<file path="src/rtl/seq_shift_unit.sv">
// seq_shift_unit: iterative shifter, one bit position per clock.
// Optional LSL overflow flag output enabled by SEQ_SHIFT_OVF_EN.
module seq_shift_unit #(
    parameter int k  = 16,
    parameter int AW = 4
) (
    input  logic          clk,
    input  logic          reset_n,
    input  logic          start,
    input  logic [k-1:0]  in,
    input  logic [1:0]    shift,
    input  logic [AW-1:0] amount,
    output logic          busy,
    output logic          done,
`ifdef SEQ_SHIFT_OVF_EN
    output logic          ovf,
`endif
    output logic [k-1:0]  out
);

    typedef enum logic [1:0] {
        S_IDLE  = 2'd0,
        S_SHIFT = 2'd1,
        S_DONE  = 2'd2
    } state_t;

    localparam logic [1:0] OP_PASS = 2'b00;
    localparam logic [1:0] OP_LSL  = 2'b01;
    localparam logic [1:0] OP_LSR  = 2'b10;
    localparam logic [1:0] OP_ASR  = 2'b11;

    state_t        state, state_n;
    logic [k-1:0]  work, work_n;
    logic [1:0]    op, op_n;
    logic [AW-1:0] cnt, cnt_n;
    logic [k-1:0]  out_q, out_n;
    logic [k-1:0]  step;
    logic          accept;

`ifdef SEQ_SHIFT_OVF_EN
    logic          acc, acc_n;
    logic          acc_step;
    logic          ovf_q, ovf_n;
`endif

    // One-bit shift of the working register according to the latched op
    always_comb begin
        step = work;
        unique case (op)
            OP_LSL:  step = {work[k-2:0], 1'b0};
            OP_LSR:  step = {1'b0, work[k-1:1]};
            OP_ASR:  step = {work[k-1], work[k-1:1]};
            default: step = work;
        endcase
    end

    assign accept = start && (state != S_SHIFT);

`ifdef SEQ_SHIFT_OVF_EN
    // Sticky record of ones pushed out of the MSB during a left shift
    assign acc_step = acc | ((op == OP_LSL) & work[k-1]);
`endif

    // Next-state and datapath loads; start is honoured in IDLE and DONE
    always_comb begin
        state_n = state;
        work_n  = work;
        op_n    = op;
        cnt_n   = cnt;
        out_n   = out_q;
`ifdef SEQ_SHIFT_OVF_EN
        acc_n   = acc;
        ovf_n   = ovf_q;
`endif
        unique case (state)
            S_SHIFT: begin
                work_n = step;
                cnt_n  = cnt - AW'(1);
`ifdef SEQ_SHIFT_OVF_EN
                acc_n  = acc_step;
`endif
                if (cnt == AW'(1)) begin
                    out_n   = step;
                    state_n = S_DONE;
`ifdef SEQ_SHIFT_OVF_EN
                    ovf_n   = acc_step;
`endif
                end
            end
            default: begin
                state_n = S_IDLE;
                if (accept) begin
                    work_n = in;
                    op_n   = shift;
                    cnt_n  = amount;
`ifdef SEQ_SHIFT_OVF_EN
                    acc_n  = 1'b0;
`endif
                    if (amount == '0 || shift == OP_PASS) begin
                        out_n   = in;
                        state_n = S_DONE;
`ifdef SEQ_SHIFT_OVF_EN
                        ovf_n   = 1'b0;
`endif
                    end else begin
                        state_n = S_SHIFT;
                    end
                end
            end
        endcase
    end

    // State and datapath registers, cleared by async reset
    always_ff @(posedge clk or negedge reset_n) begin
        if (!reset_n) begin
            state <= S_IDLE;
            work  <= '0;
            op    <= OP_PASS;
            cnt   <= '0;
            out_q <= '0;
`ifdef SEQ_SHIFT_OVF_EN
            acc   <= 1'b0;
            ovf_q <= 1'b0;
`endif
        end else begin
            state <= state_n;
            work  <= work_n;
            op    <= op_n;
            cnt   <= cnt_n;
            out_q <= out_n;
`ifdef SEQ_SHIFT_OVF_EN
            acc   <= acc_n;
            ovf_q <= ovf_n;
`endif
        end
    end

    assign busy = (state == S_SHIFT);
    assign done = (state == S_DONE);
    assign out  = out_q;
`ifdef SEQ_SHIFT_OVF_EN
    assign ovf  = ovf_q;
`endif

endmodule

</file>
<file path="config.mk">
export PLATFORM = sky130hd
export DESIGN_NAME = seq_shift_unit
export DESIGN_NICKNAME = d
export VERILOG_FILES = /design/src/rtl/seq_shift_unit.sv
export SDC_FILE = /design/constraint.sdc
export NUM_CORES = 1
export LEC_CHECK = 0
export BUFFER_PORTS_ARGS = -buffer_cell sky130_fd_sc_hd__buf_2
export CAP_MARGIN = 20
export CORE_MARGIN = 4
export CORE_UTILIZATION = 50
export CTS_BUF_LIST = sky130_fd_sc_hd__clkbuf_4 sky130_fd_sc_hd__clkbuf_8
export DETAILED_ROUTE_END_ITERATION = 8
export PLACE_DENSITY = 0.73
export SETUP_SLACK_MARGIN = 0.4
export SLEW_MARGIN = 30
export SYNTH_ARGS = -nofsm -noshare
export SYNTH_HDL_FRONTEND = slang
export SYNTH_SLANG_ARGS = --single-unit
</file>
<file path="constraint.sdc">
create_clock -name clk -period 4.7 [get_ports clk]
set_clock_uncertainty 0.15 [all_clocks]
set_input_delay 0.47 -clock clk [delete_from_list [all_inputs] [get_ports clk]]
set_output_delay 0.47 -clock clk [all_outputs]
set_load 0.05 [all_outputs]
</file>
; Word-level counts from Yosys, hierarchy flattened
; Index checks and enable logic that the tools add are counted.
[classes]
n_addsub = 1
n_eq_ne = 8
mux = 13
bitwise_logic = 1
n_reduce_logical = 8
[ops]
columns = cell, count
row1 = $mux 16, 6
row2 = $pmux 16 s3, 1
row3 = $mux 2, 4
row4 = $mux 4, 2
row5 = $eq 2x2->1 const B, 3
row6 = $eq 2x1->1 const B, 2
row7 = $eq 4x1->1 const B, 1
row8 = $logic_not 4->1, 1
row9 = $ne 2x1->1 const B, 2
row10 = $reduce_bool 2->1, 2
row11 = $sub 4x1->4 const B, 1
row12 = $reduce_and 3->1, 1
row13 = $logic_not 2->1, 1
row14 = $reduce_and 2->1, 1
row15 = $logic_and 1x1->1, 1
row16 = $logic_or 1x1->1, 1
row17 = $not 1->1, 1
[totals]
regBits = 40
input_bits = 25
out_inout_bits = 18

; Logic depth before layout (Yosys ltp)
[depth]
word_depth = 5
ltp_mapped = 7
mapped_depth_nobuf = 5

; Worst setup path after synthesis
; Ideal clock, no wire load.
[synth_path]
kind = input port to flip-flop
from = input amount[0]
to = register out_q[0], in the netlist out[0]
setup_time_ns = 0.125
t_arrival_ns = 1.552
required_time_ns = 4.425
slack_ns = 2.873
path_stages = 5
cell_sequence = nor4_2 nor2_1 o21ai_4 buf_12 mux2_4
[synth_via]
elab_chain_len = 4
[synth_rtl]
columns = item, line_no
row1 = from (decl), 12  ; input logic [AW-1:0] amount,
row2 = $logic_not 4->1, 99  ; if (amount == '0 || shift == OP_PASS) begin
row3 = $logic_or 1x1->1, 99
row4 = $reduce_bool 2->1 (no source line), n/a
row5 = $reduce_and 3->1 (no source line), n/a
row6 = to (signal assigned), 130  ; out_q <= out_n;
row7 = to (decl), 36  ; logic [k-1:0] out_q, out_n;
; No other way between the ends.
; A chain may end at the register's enable or synchronous reset.

; Worst setup path in the final report
[layout_path]
from = register state[1]
to = output busy
[layout_via]
elab_chain_len = 1
[layout_rtl]
columns = item, line_no
row1 = from (decl), 32  ; state_t state, state_n;
row2 = from (signal assigned), 126  ; state <= state_n;
row3 = $eq 2x1->1, 138  ; assign busy = (state == S_SHIFT);
row4 = to (decl), 13  ; output logic busy,
; No other way between the ends.

==> impl_results.md <==
- Fillers: 363
- Clk pin slew, worst setup/hold paths: 0.08 ns
- Average size of a mapped cell: approximately 12 um^2
- Clock sinks: 40
- Critical path's slowest cell: dfrtp_1
- Cells after synthesis: 189
- Final Hold Slack: -0.0203 ns
- Design Area, Final: approximately 2500 um^2
- LEAKAGE: 0.00119 uW
- Number of flops mapped to enable cells by yosys: 0
- Hold buffer count at CTS: 0
- Post-route clock period utilization: 0.504
- Async SR Flop Fraction: 1.00
- CP bufs+invs: 3
- Status: finished with violations
- Max-slew violation count: 0
- WP data required: 4.08 ns
- CTS Buf Count: 5
- PD cells: 822 nW/um^2
- Syn. warnings: 0
- Post-synth top area cell: dfrtp_1
- Register area share after synthesis: 0.451
- Initial antenna violation count: 0
- Endpoints failing setup: 0
- Ports: 43
- Total global routing overflow: 0
- Wl on met1: 1900 um
- Post-Syn Nets: about 220
- Layout cells sized above 1: 0.432
- Final non-filler cell total: 277
- Critical path launch point: state[1]
- Die Wd: 74.6 um
- Worst slew pin tran: ~0.91 ns
- Routed Antenna Nets: 0
- Placement Setup Slack: 2.43 ns
- CP arrival: 1.75 ns
- Initial DRT Pass Iterations: 4
- Synth Register Bits: 40
- Max incr delay on CP: 0.37 ns
- IR drop worst, VDD: 0.000385 V
- Deepest clock path buffer count: 2
- IO Port Bufs: 42
- Total GRT Usage: 0.162
- Area contributors post-synth: dfrtp_1, mux2_2, mux2i_1
- Met2 WL post-DR: 2000 um
- RSZ-0062 raised after global routing: no
- Final WL: 4190 um
- Distinct cells, synth: 32
- CTS HTree Levels: 2
- Crit. End Element: output pin
- DP HPWL: roughly 2800 um
- Synth Cell Area: roughly 2200 um^2
- Final hold violation count: 31
- F_max: 422 MHz
- Max-cap violation count: 0
- Via-to-Cell Ratio: around 5.4
- CTS resizes: 0
- Antenna cell count: 0
- Post-DP Area: roughly 2400 um^2
- Root Driver: clkbuf_8
- Min Tclk post-route: 2.37 ns
- Post-synth top cells: dfrtp_1, mux2_2, nand2_1, mux2i_1, o21ai_0
- Area delta synth->final: 12.3%
- Critical path type: flip-flop to output pin
- # DRC: 0
- DP Cell Count: 269
- Top Metal Used: met4
- Post-CTS Setup Repair Bufs: 0
- Vias: between 1,500 and 2,000
- Slew HR: 0.392
- CP Cell Sequence: nand2b_1 > buf_4 > inv_1 > buf_2
- Die Footprint: 5570 um^2
- PnR worst setup slack: ~2.3 ns
- Cell with the most instances after synthesis: dfrtp_1
- # nets final: 253
- Ys flop type: dfrtp_1
- Largest net degree at the start of global routing: 41
- Setup tns final: 0 ns
- Std-Cell Rows: 23
- Top cell type's share of synthesized area: 0.451
- Failing checks: hold timing
- TritonCTS clock tree: done
- Final core utilization: 0.602
- Vias in the first global route: 1,482
- Core area: a little over 4000 um^2
- Max FO, Critical Path: 36
- Worst skew pair latency: 0.30 ns
- Initial DRC Count: 112
- Placer Congestion: 0.830
- Die Ht: approximately 75 um
- Startpoint types: flip-flop
- Wire per inst: between 15 and 20 um
- Met3 wire length: 232 um
- RR Startpoint: state[1]
- Worst Hold Class: input port to asynchronous set/reset pin
- Worst path top cell family by delay: buffers and inverters
- Initial Util: 0.536
- First-pass GRT wire length: 6910 um
==> where the power goes <==
part           internal, uW  switching, uW  leakage, uW
Clock                   117            124    0.0000510
Combinational           486            616     0.000665
Sequential              520            186     0.000476
Total                  1120            926      0.00119
==> cell type report <==
type	count	area, um^2	share of cell area
tap	50	62.6	0.0251
inverter	5	18.8	0.00752
timing repair buffer	43	220	0.0883
multi-input combinational	131	1100	0.441
clock inverter	2	10.0	0.00401
sequential	40	1000	0.401
clock buffer	6	82.6	0.0331
==> per-stage QoR <==
stage                     hold WS (ns)  power [uW]
after floorplan                 0.0244        1630
after global placement           0.340        1790
after detailed placement         0.341        1820
after CTS                        0.173        2070
after global routing            0.0160        2200
final                          -0.0203        2050
==> logic make-up after synthesis <==
kind of cell	share of synthesized area
compound gates	0.0890
fa+ha+maj	0.0113
buf+inv	0.0541
flops	0.451
mux	0.317
simple gates	0.0777
==> flip-flops by register name, indices dropped and copies added, names as in the netlist <==
signal  count
op          2
cnt         4
out        16
work       16
state       2
==> worst paths after layout <==
kind | end | slack (ns) | depth (start not counted)
setup / recovery | busy | 2.33 | 4
hold / removal | out[14] | -0.02 | 1
setup reg to reg | out[3] | 2.46 | 6
hold reg to reg | cnt[0] | 0.35 | 1
max in group asynchronous | out[6] | 4.06 | 1
min in group clk | op[1] | 0.26 | 2
==> layer usage <==
metal  track usage  vias up
met4        0.0534        0
met3        0.0507        7
met1         0.207      726
li1              -      742
met2         0.261       32
met5             0        -
==> worst reg2reg max path: cells and delay by family (launching register included) <==
kind | cells | cell delay [ns]
buffers and inverters | 2 | 0.60
multiplexers | 1 | 0.42
flip-flops | 1 | 0.37
AO/OA/AOI/OAI | 1 | 0.30
AND/OR/NAND/NOR | 2 | 0.29
==> cell usage in the layout, fill, tap and decap left out, types with 2 or more instances in the layout <==
cell      count
a21oi_1       5
buf_2        41
buf_4         2
clkbuf_8      6
clkinv_2      2
dfrtp_1      40
ha_1          2
inv_1         5
mux2_1        4
mux2_2       31
mux2_4       10
mux2i_1      16
nand2_1      18
nand2b_1      4
nand3_1       2
nor2_1        8
o211a_1       2
o21ai_0      13
o21ai_1       5
Note: power is estimated with default switching activity, not from simulation.
